[src/rtl/jtframe_dwnld_router.sv]
// ROM download router: strips a header from the ioctl byte stream, relocates each byte
// into its SDRAM region and queues it in a small FIFO ahead of the prog_* port.
module jtframe_dwnld_router #(
  parameter int unsigned              REGIONS    = 4,
  parameter logic [22*REGIONS-1:0]    START      = '0,
  parameter logic [22*REGIONS-1:0]    OFFSET     = '0,
  parameter int unsigned              HEADER     = 0,
  parameter bit                       SWAB       = 1'b0,
  parameter int unsigned              FIFO_DEPTH = 4
) (
  input  logic        clk_sys,
  input  logic        rst,
  input  logic        downloading,
  input  logic [21:0] ioctl_addr,
  input  logic [7:0]  ioctl_data,
  input  logic        ioctl_wr,
  output logic [21:0] prog_addr,
  output logic [7:0]  prog_data,
  output logic [1:0]  prog_mask,
  output logic        prog_we,
  input  logic        prog_rdy,
  output logic [2:0]  prog_region,
  output logic        dwnld_busy,
  output logic        overflow,
  output logic        dbg_state_o
);

  localparam int AW = (FIFO_DEPTH > 1) ? $clog2(FIFO_DEPTH) : 1;
  localparam int CW = AW + 1;
  localparam logic [21:0] HDR = 22'(HEADER);

  typedef struct packed {
    logic [21:0] addr;
    logic [7:0]  data;
    logic [1:0]  mask;
    logic [2:0]  region;
  } entry_t;

  localparam entry_t RST_OUT = '{addr: 22'd0, data: 8'd0, mask: 2'b11, region: 3'd0};

  typedef enum logic {IDLE = 1'b0, PRESENT = 1'b1} state_t;

  // Handshake: prog_we is high while an entry is presented and its outputs stay frozen;
  // the entry is committed in the cycle where prog_we and prog_rdy are both high.
  state_t          state_q, state_d;
  entry_t          out_q, out_d;
  entry_t          mem_q [FIFO_DEPTH];
  entry_t          in_entry;
  logic [AW-1:0]   wr_ptr_q, wr_ptr_d, rd_ptr_q, rd_ptr_d;
  logic [CW-1:0]   count_q, count_d;
  logic            dl_q, busy_q, busy_d, ovf_q, ovf_d;

  logic [21:0]     strip_a, base_a, off_a, byte_a;
  logic [2:0]      reg_idx;
  logic            accept, fifo_full, fifo_empty, push, pop, drop, dl_rise;

  // Region lookup relies on START being ascending: the last match is the largest index.
  always_comb begin
    strip_a = ioctl_addr - HDR;
    reg_idx = 3'd0;
    base_a  = 22'd0;
    off_a   = OFFSET[21:0];
    for (int r = 1; r < int'(REGIONS); r++) begin
      if (strip_a >= START[22*r +: 22]) begin
        reg_idx = 3'(r);
        base_a  = START[22*r +: 22];
        off_a   = OFFSET[22*r +: 22];
      end
    end
    byte_a          = strip_a - base_a + off_a;
    in_entry.addr   = {1'b0, byte_a[21:1]};
    in_entry.data   = ioctl_data;
    in_entry.mask   = (byte_a[0] ^ SWAB) ? 2'b01 : 2'b10;
    in_entry.region = reg_idx;
  end

  assign accept     = ioctl_wr && downloading && (ioctl_addr >= HDR);
  assign fifo_full  = (count_q == CW'(FIFO_DEPTH));
  assign fifo_empty = (count_q == '0);
  assign pop        = !fifo_empty && ((state_q == IDLE) || prog_rdy);
  // A pop in the same cycle frees the slot, so a full FIFO can still take the byte.
  assign push       = accept && (!fifo_full || pop);
  assign drop       = accept && fifo_full && !pop;
  assign dl_rise    = downloading && !dl_q;

  always_comb begin
    wr_ptr_d = push ? wr_ptr_q + AW'(1) : wr_ptr_q;
    rd_ptr_d = pop  ? rd_ptr_q + AW'(1) : rd_ptr_q;
    case ({push, pop})
      2'b10:   count_d = count_q + CW'(1);
      2'b01:   count_d = count_q - CW'(1);
      default: count_d = count_q;
    endcase
  end

  always_comb begin
    state_d = state_q;
    out_d   = out_q;
    case (state_q)
      IDLE: begin
        if (!fifo_empty) begin
          state_d = PRESENT;
          out_d   = mem_q[rd_ptr_q];
        end
      end
      PRESENT: begin
        if (prog_rdy) begin
          if (!fifo_empty) out_d = mem_q[rd_ptr_q];
          else             state_d = IDLE;
        end
      end
      default: state_d = IDLE;
    endcase
  end

  always_comb begin
    busy_d = busy_q;
    if (dl_rise)
      busy_d = 1'b1;
    else if (!downloading && fifo_empty && (state_q == IDLE))
      busy_d = 1'b0;
    ovf_d = ovf_q;
    if (dl_rise) ovf_d = 1'b0;
    if (drop)    ovf_d = 1'b1;
  end

  always_ff @(posedge clk_sys) begin
    if (rst) begin
      state_q  <= IDLE;
      out_q    <= RST_OUT;
      wr_ptr_q <= '0;
      rd_ptr_q <= '0;
      count_q  <= '0;
      dl_q     <= 1'b0;
      busy_q   <= 1'b0;
      ovf_q    <= 1'b0;
    end else begin
      state_q  <= state_d;
      out_q    <= out_d;
      wr_ptr_q <= wr_ptr_d;
      rd_ptr_q <= rd_ptr_d;
      count_q  <= count_d;
      dl_q     <= downloading;
      busy_q   <= busy_d;
      ovf_q    <= ovf_d;
    end
  end

  // Storage needs no reset; the pointers define which entries are live.
  always_ff @(posedge clk_sys) begin
    if (push) mem_q[wr_ptr_q] <= in_entry;
  end

  assign prog_addr   = out_q.addr;
  assign prog_data   = out_q.data;
  assign prog_mask   = out_q.mask;
  assign prog_region = out_q.region;
  assign prog_we     = (state_q == PRESENT);
  assign dwnld_busy  = busy_q;
  assign overflow    = ovf_q;
  assign dbg_state_o = state_q;

endmodule
[config.mk]
export PLATFORM = sky130hd
export DESIGN_NAME = jtframe_dwnld_router
export DESIGN_NICKNAME = d
export VERILOG_FILES = /design/src/rtl/jtframe_dwnld_router.sv
export SDC_FILE = /design/constraint.sdc
export NUM_CORES = 1
export LEC_CHECK = 0
export CAP_MARGIN = 20
export CORE_MARGIN = 2
export CORE_UTILIZATION = 50
export CTS_CLUSTER_SIZE = 12
export DETAILED_ROUTE_END_ITERATION = 8
export PLACE_DENSITY = 0.72
export SETUP_SLACK_MARGIN = 0.4
export SYNTH_ARGS = -nofsm -noshare
export SYNTH_HDL_FRONTEND = slang
export SYNTH_SLANG_ARGS = --single-unit
[constraint.sdc]
create_clock -name clk_sys -period 6.87 [get_ports clk_sys]
set_clock_uncertainty 0.15 [all_clocks]
set_input_delay 0.687 -clock clk_sys [delete_from_list [all_inputs] [get_ports clk_sys]]
set_output_delay 0.687 -clock clk_sys [all_outputs]
set_load 0.01 [all_outputs]
; ---- Word-level counts from Yosys, hierarchy flattened
; Memories as Yosys holds them, arrays and structs flattened. A register that Yosys moved wholly into a read port is not among the register bits.
; Index checks and enable logic that the tools add are counted.
[classes]
addsub = 4
order_cmp = 1
eq_ne = 4
mux = 17
bitwise_logic = 1
n_reduce_logical = 20
[op_table]
columns = operator, n
row1 = two-way mux 35 bit, 2
row2 = case mux 35 bit (2 select lines), 1
row3 = >= comparator 22 x 1 -> 1 bit (second input constant), 1
row4 = logical AND 1 bit, 9
row5 = two-way mux 1 bit, 8
row6 = two-way mux 2 bit, 4
row7 = case mux 3 bit (2 select lines), 1
row8 = nonzero test 2 bit, 3
row9 = zero test 1 bit, 5
row10 = adder 2 x 1 -> 2 bit (second input constant), 2
row11 = adder 3 x 1 -> 3 bit (second input constant), 1
row12 = == test 3 bit (second input constant), 1
row13 = zero test 3 bit, 1
row14 = subtractor 3 x 1 -> 3 bit (second input constant), 1
row15 = == test 2 x 1 -> 1 bit (second input constant), 1
row16 = == test 2 bit (second input constant), 1
row17 = logical OR 1 bit, 2
row18 = != test 2 bit (second input constant), 1
row19 = case mux 1 bit (2 select lines), 1
row20 = inverter 1 bit, 1
[totals]
reg_bits = 46
mem_bits_rw = 132
inputBits = 35
elab_cells = 59
mem_count = 1
[mem_list]
columns = name, depth, word_bits, rd, rd_clocked_by_memory_dff, write_ports, line
row1 = mem_q, 4, 33, 1, 1, 1, 47  ; entry_t mem_q [FIFO_DEPTH];

; ---- Logic depth before layout (Yosys ltp)
; Gate-level depths: netlist of the first run.
[logic_depth]
ltp_word = 7
depth_mapped = 10
mapped_depth_nobuf = 8

; ---- Worst setup path before layout of the first run
; OpenSTA, ideal clock, no wires.
[synth_timing]
path_type = input -> register
startpoint = in prog_rdy
endpoint = reg count_q[2]
t_arrival_ns = 2.458
t_required_ns = 6.585
setup_slack_ns = 4.127
stages = 8
cell_sequence = and2b_1 -> nor2_2 -> buf_2 -> nand2_1 -> fa_1 -> or3_1 -> a31oi_1 -> a21oi_1
[synth_via]
elab_chain_len = 6
elab_cells_between_ends = 8
cone_classes = eq/ne (2) / mux (1) / reduce/logical (5)
[synth_lines]
columns = element, line
row1 = from (decl), 21  ; input logic prog_rdy,
row2 = logical OR 1 bit (*), 80  ; assign pop = !fifo_empty && ((state_q == IDLE) || prog_rdy);
row3 = logical AND 1 bit (*), 80
row4 = logical OR 1 bit, 82  ; assign push = accept && (!fifo_full || pop);
row5 = logical AND 1 bit, 82
row6 = == test 2 x 1 -> 1 bit or == test 2 bit (tied branches), 89  ; case ({push, pop})
row7 = case mux 3 bit (2 select lines) or nonzero test 2 bit (tied branches), -
row8 = to (signal assigned), 142  ; count_q <= count_d;
row9 = to (decl), 50  ; logic [CW-1:0] count_q, count_d;
; Mark *: on every way between the ends. The rest lies on a longest branch, timed or not.
; A chain may end at the register's enable or synchronous reset.

; ---- Worst setup path after layout of the first run
; Ends and elaborated chain as after synthesis.

==> results by group, run 1 <==
Floorplanning
  • I/O pin count: 74
  • Core area: roughly 0.013 sq mm
  • Die ar.: around 0.014 sq mm
  • Initial Util: 51.0%
  • Die span in x: between 100 and 150 um
  • # rows: 41
  • Die height: 117 um

CTS
  • Post-cts hold buffer count: 0
  • Post-CTS sizing: 0
  • Worst skew pair latency: about 420 ps
  • Post-CTS Setup Bufs: 0
  • Max H-tree Level: 4
  • CTS Root Cell: clkbuf_16
  • Clock Path Buffers: 2
  • Reg clk slew, reported paths: around 60 ps
  • Cts bufs inserted: 17
  • CTS tree: built
  • Clk sinks: around 170

Run
  • Max Cap Viol: 0

Logic synthesis
  • Dominant synthesized flop cell: edfxtp_1
  • Flop and latch count out of synthesis: roughly 170
  • Synth cell types: 42
  • Cell area after synthesis: ~0.0064 sq mm
  • Post-synth top cells: edfxtp_1, nand2_1, dfxtp_1
  • Synth top area share: 58.1%
  • Syn Inst Count: between 300 and 400
  • Most numerous cell in the Yosys netlist: edfxtp_1
  • Dominant cells by area after synthesis: edfxtp_1, dfxtp_1, mux4_2, nand2_1, a21oi_1
  • Syn. warnings: 0
  • Post-synth EDFFs: between 100 and 150
  • Register area share after synthesis: between 70 and 80%
  • Syn Area/Cell: 16.4 sq um
  • Synth area leader: edfxtp_1
  • Async set-reset flop share out of synthesis: 0%

Global route
  • Pin count of the biggest net entering global routing: between 40 and 50
  • First-pass GRT wire length: around 18 mm
  • Total global routing overflow: 0
  • Initial antenna violation count: 0
  • Vias in the first global route: around 3500
  • GRT Total Usage: between 10% and 20%

STA
  • Fmax: a little under 300 MHz
  • Final min period: 3360 ps
  • Worst Max-Slew Pin Slew: 995 ps
  • RSZ-0062 raised after global routing: false
  • Max_slew headroom: between 30% and 40%
  • Hold Vio Cnt, Final: 0
  • Final setup vio count: 0
  • Crit share post-route: about half
  • Slew Limit Fails: 0
  • Setup TNS: 0 ps

Route
  • Drt wl/cell: between 15 and 20 um
  • DRC: 0
  • Vias per cell: 5.30
  • Starting DRT DRC Count: 238
  • Final wirelength: approximately 11 mm
  • Total number of vias: 3395
  • Pre-Repair DR Iteration Count: 4
  • Final ANT Viol Nets: 0

Hold path
  • Worst Hold Depth: 2
  • Hold EP: prog_addr[6]
  • Hold/Removal Path Class: flop to flop
  • Min-delay src: prog_addr[6]

Critical path
  • Reg2reg start: count_q[2]
  • CP max-delay cell: nor2_4
  • R2R depth: 7
  • Arrival time worst endpoint: about 3500 ps
  • Crit Reg-Reg Endpoint: count_q[2]
  • Sequence of cells on the critical path: clkdlybuf4s50_1 -> and2b_1 -> nor2_4 -> nand2_1 -> fa_1 -> or3_1 -> a31oi_1 -> a21oi_1
  • R2R setup slack: ~3800 ps
  • CP required: between 6000 and 7000 ps
  • CP delay by family, top: simple AND/OR/NAND/NOR gates
  • CP Buf/Inv Count: 1
  • Max FO, Critical Path: 35
  • CP Class: primary input to flop
  • Startpoint types: primary input
  • Slowest stage delay, CP: 720 ps
  • Crit. End Element: flop

Finish
  • Seq. cell area: between 0.004 and 0.005 sq mm
  • Layout Utilization: 61.5%
  • Area growth syn-to-layout: 20.6%
  • Multi-input gate area: ~0.0016 sq mm
  • Share of cells above drive strength 1: between 10% and 20%
  • Final layout net count: 496
  • Fill cell count: between 900 and 1000
  • # diodes: 0

Pwr
  • IR drop worst, VDD: about 170 uV
  • Leakage power: about 2.5 nW
  • Power per standard cell area: about 390 mW/mm^2

Status
  • Status: finished clean

Placement
  • IO buf count: 71
  • Post-DP HPWL: ~6.4 mm
  • Global placement routability congestion: approximately 0.75
==> sequential cells by signal, summed over array words and instances, names as in the netlist, named ones only <==
register / count
dl_q: 1
count_q: 3
dwnld_busy: 1
prog_data: 8
prog_mask: 2
dbg_state_o: 1
prog_addr: 21
overflow: 1
mem_q: 124
rd_ptr_q: 2
prog_region: 1
wr_ptr_q: 2
==> worst max path at each step <==
| stage | end | from | cells past startpoint |
|---|---|---|---|
| after global routing | count_q[2] | prog_rdy | 8 |
| after detailed placement | count_q[2] | prog_rdy | 8 |
| after global placement | count_q[2] | prog_rdy | 8 |
| final | count_q[2] | prog_rdy | 8 |
| after floorplan | count_q[2] | prog_rdy | 8 |
| after CTS | count_q[2] | prog_rdy | 8 |
==> stage by stage <==
stage | std cells | instance area, sq um | power (mW) | setup WS (ps) | hold WS, ps
final | 641 | 7730 | 3.05 | 3510 | 304
after global routing | 641 | 7730 | 3.21 | 3310 | 322
after CTS | 641 | 7730 | 3.08 | 3510 | 306
after detailed placement | 609 | 7170 | 2.19 | 3070 | 298
after global placement | 609 | 7170 | 2.17 | 3170 | 296
after floorplan | 391 | 6410 | 1.92 | 4130 | 331
==> routing by layer <==
metal,track usage [%],vias up,routed length (um)
li1,-,1584,-
met1,22.1,1720,4750
met2,29.7,75,5850
met3,4.33,16,388
met4,8.63,0,214
met5,0,-,0
==> tightest hold or removal path: stages (launching register included) <==
cell,delay (ps)
dfxtp_1,310
nand2_1,50
a21oi_1,50
==> layout by cell type, fill, tap and decap left out, drive strengths merged, types with 2 or more instances in the layout <==
cell type	synthesis	layout
nand2b	2	2
xnor2	3	3
clkdlybuf4s50	0	70
edfxtp	124	124
clkbuf	5	17
ha	4	4
nor3	4	4
nand3	3	3
nand2	69	69
clkinvlp	0	5
inv	5	7
o21ai	2	2
mux4	31	31
buf	21	2
and2	5	5
nand3b	2	2
a21o	2	2
nor2	10	10
a31oi	3	3
a21oi	34	34
conb	1	2
clkinv	0	7
dfxtp	45	45
or3	2	2
==> report_power, final <==
group | internal (mW) | total (mW) | switching (mW) | leakage [nW]
registers | 1.22 | 1.33 | 0.107 | 1.50
clock network | 0.498 | 0.889 | 0.391 | 0.257
logic | 0.419 | 0.832 | 0.413 | 0.780
total | 2.14 | 3.05 | 0.911 | 2.54
==> cell families (layout without fill, tap and decap cells) <==
kind of cell             Yosys count  count (layout)  share of synthesized area (%)
multiplexers                      32              32                           11.0
AND/OR/NAND/NOR                  101             101                           6.93
other                              1               2                         0.0585
AO/OA/AOI/OAI                     47              47                           5.07
adder cells (fa/ha/maj)            5               5                           1.09
XOR/XNOR                           4               4                          0.547
buffers and inverters             31             109                           3.12
flip-flops                       169             169                           72.1
==> layout make-up <==
type | instances | area share [%]
tap | 172 | 2.78
clock inverter | 15 | 1.67
inverter | 5 | 0.243
timing repair buffer | 72 | 9.23
sequential | 169 | 59.9
clock buffer | 17 | 5.50
multi-input combinational | 191 | 20.7
No activity file was read; power rests on OpenSTA's default activity.
==> run 2: changes to the inputs <==
==> constraint.sdc (replaced) <==
create_clock -name clk_sys -period 3.2 [get_ports clk_sys]
set_clock_uncertainty 0.15 [all_clocks]
set_input_delay 0.32 -clock clk_sys [delete_from_list [all_inputs] [get_ports clk_sys]]
set_output_delay 0.32 -clock clk_sys [all_outputs]
set_load 0.01 [all_outputs]
==> run 2 against run 1 <==
Via count shrank 1.1%. Highest routed layer unchanged. First-iteration DRC count shrank 6.7%. Power grew 120%. Cell area grew 1.8%. Sequential share of layout area shrank 1.1 points. Sequential power grew 110%. Final cell count grew 0.94%. Critical endpoint unchanged. Clock-buffer cell count is the same. Die area is the same.
==> results by group, run 2 (synthesis results as in run 1) <==
Placement
  • Dpl cell area: 0.00727 sq mm
  • Placed cell count: ~620
  • Post-DP HPWL: 6.89 mm
  • Global placement routability congestion: 0.754
  • Place WS: 548 ps
  • IO buf count: 71

Critical path
  • Startpoint types: flop
  • Max FO, Critical Path: 9
  • Arrival time worst endpoint: ~2500 ps
  • CP required: about 3300 ps
  • CP Class: flop to flop
  • Crit. End Element: flop

CTS
  • CTS Root Cell: clkbuf_16
  • Cts bufs inserted: 17
  • Post-cts hold buffer count: 0
  • Clk sinks: 169
  • CTS tree: built
  • Post-CTS sizing: 0
  • Worst skew pair latency: 420 ps
  • Max H-tree Level: 4
  • Clock Path Buffers: 2
  • Post-CTS Setup Bufs: 0
  • Reg clk slew, reported paths: 60 ps

Global route
  • Met2 usage in global routing: between 30% and 40%
  • Total global routing overflow: 0
  • First-pass GRT wire length: approximately 18 mm
  • Met1 usage: between 20 and 25%
  • Initial antenna violation count: 0
  • Pin count of the biggest net entering global routing: 35
  • GRT Total Usage: 17.9%
  • Gr busiest metal: met2
  • GR met3 Demand/Resource: approximately 5%
  • Vias in the first global route: ~3500

Route
  • Vias per cell: 5.19
  • Drt wl/cell: 17.3 um
  • Total number of vias: about 3400
  • Starting DRT DRC Count: 222
  • Final wirelength: between 10 and 15 mm
  • DRC: 0
  • Pre-Repair DR Iteration Count: 4
  • Final ANT Viol Nets: 0

Finish
  • Area growth syn-to-layout: 22.8%
  • Max FFs per register: approximately 120
  • Leading cell type in the layout, fill and taps excluded: edfxtp_1
  • Layout Utilization: a little over three fifths
  • Reg with most FFs: mem_q
  • Most frequent cells in the layout: edfxtp_1, clkdlybuf4s50_1, nand2_1
  • Fill cell count: roughly 920
  • Finished Layout Cells: between 600 and 700
  • # diodes: 0
  • Final layout net count: about 500
  • Share of cells above drive strength 1: 19.6%
  • Post-route cell area: between 0.007 and 0.008 sq mm

STA
  • Max_slew headroom: 42.4%
  • Crit share post-route: 72.0%
  • Worst Max-Slew Pin Slew: between 800 and 900 ps
  • Fmax: ~430 MHz
  • Final min period: 2310 ps
  • Slew Limit Fails: 0
  • Setup TNS: 0 ps
  • RSZ-0062 raised after global routing: false
  • Hold Vio Cnt, Final: 0
  • Final setup vio count: 0
  • Setup WS post-layout: 895 ps

Floorplanning
  • Die span in x: ~120 um
  • I/O pin count: 74
  • Initial Util: 51.0%
  • Die height: 117 um
  • Die ar.: between 0.01 and 0.015 sq mm
  • Core area: approximately 0.013 sq mm
  • # rows: between 40 and 50

Run
  • Max Cap Viol: 0

Status
  • Status: finished clean

Pwr
  • Leakage power: 2.61 nW
  • IR drop worst, VDD: ~480 uV
  • Power per standard cell area: 852 mW/mm^2

Hold path
  • Hold/Removal Path Class: primary input to flop
[run 2: changes by cell type in the layout (fill, tap and decap cells not counted), sizes merged]
cell	previous run	this run
buf	2	8
bufinv	1	3
clkinv	7	6
clkinvlp	5	4
[run 2: routing by layer]
layer	share of wire (%)	up-vias
met1	41	1682
met2	53	62
li1	-	1596
met5	0	-
met4	1.8	0
met3	4.0	17
[run 2: metrics by stage]
stage / total power, mW / hold slack (ps)
2_1_floorplan: 4.12 / 269
3_3_place_gp: 4.68 / 291
3_5_place_dp: 4.73 / 295
4_1_cts: 6.79 / 153
5_1_grt: 7.05 / 194
6_report: 6.71 / 162
[run 2: area by class of cell]
type                    count  area, sq um  area share, %
clock inverters            15          176           2.24
multi-input cells         191         1600           20.3
flip-flops and latches    169         4630           58.8
repair buffers             78          808           10.3
clock buffers              17          425           5.40
inverters                   5         18.8          0.238
well taps                 172          215           2.73
[run 2: power by group]
part,leakage [nW],switching (mW),internal [mW]
registers,1.50,0.226,2.62
logic,0.822,0.904,0.918
clock network,0.285,0.814,1.23
[run 2: path summary, 6_finish.rpt]
path / start / end / slack (ps) / depth (start not counted)
setup / recovery: count_q[2] / count_q[2] / 890 / 7
hold / removal: rst / prog_region[0] / 160 / 2
setup reg to reg: count_q[2] / count_q[2] / 890 / 7
hold reg to reg: prog_addr[4] / prog_addr[4] / 300 / 2
[run 2: critical path, stage by stage, from the launching register on]
cell and delay [ps]:
dfxtp_1 540, nor3_1 170, nor2_4 140, nand2_1 70
fa_1 430, or3_1 410, a31oi_1 180, a21oi_1 80
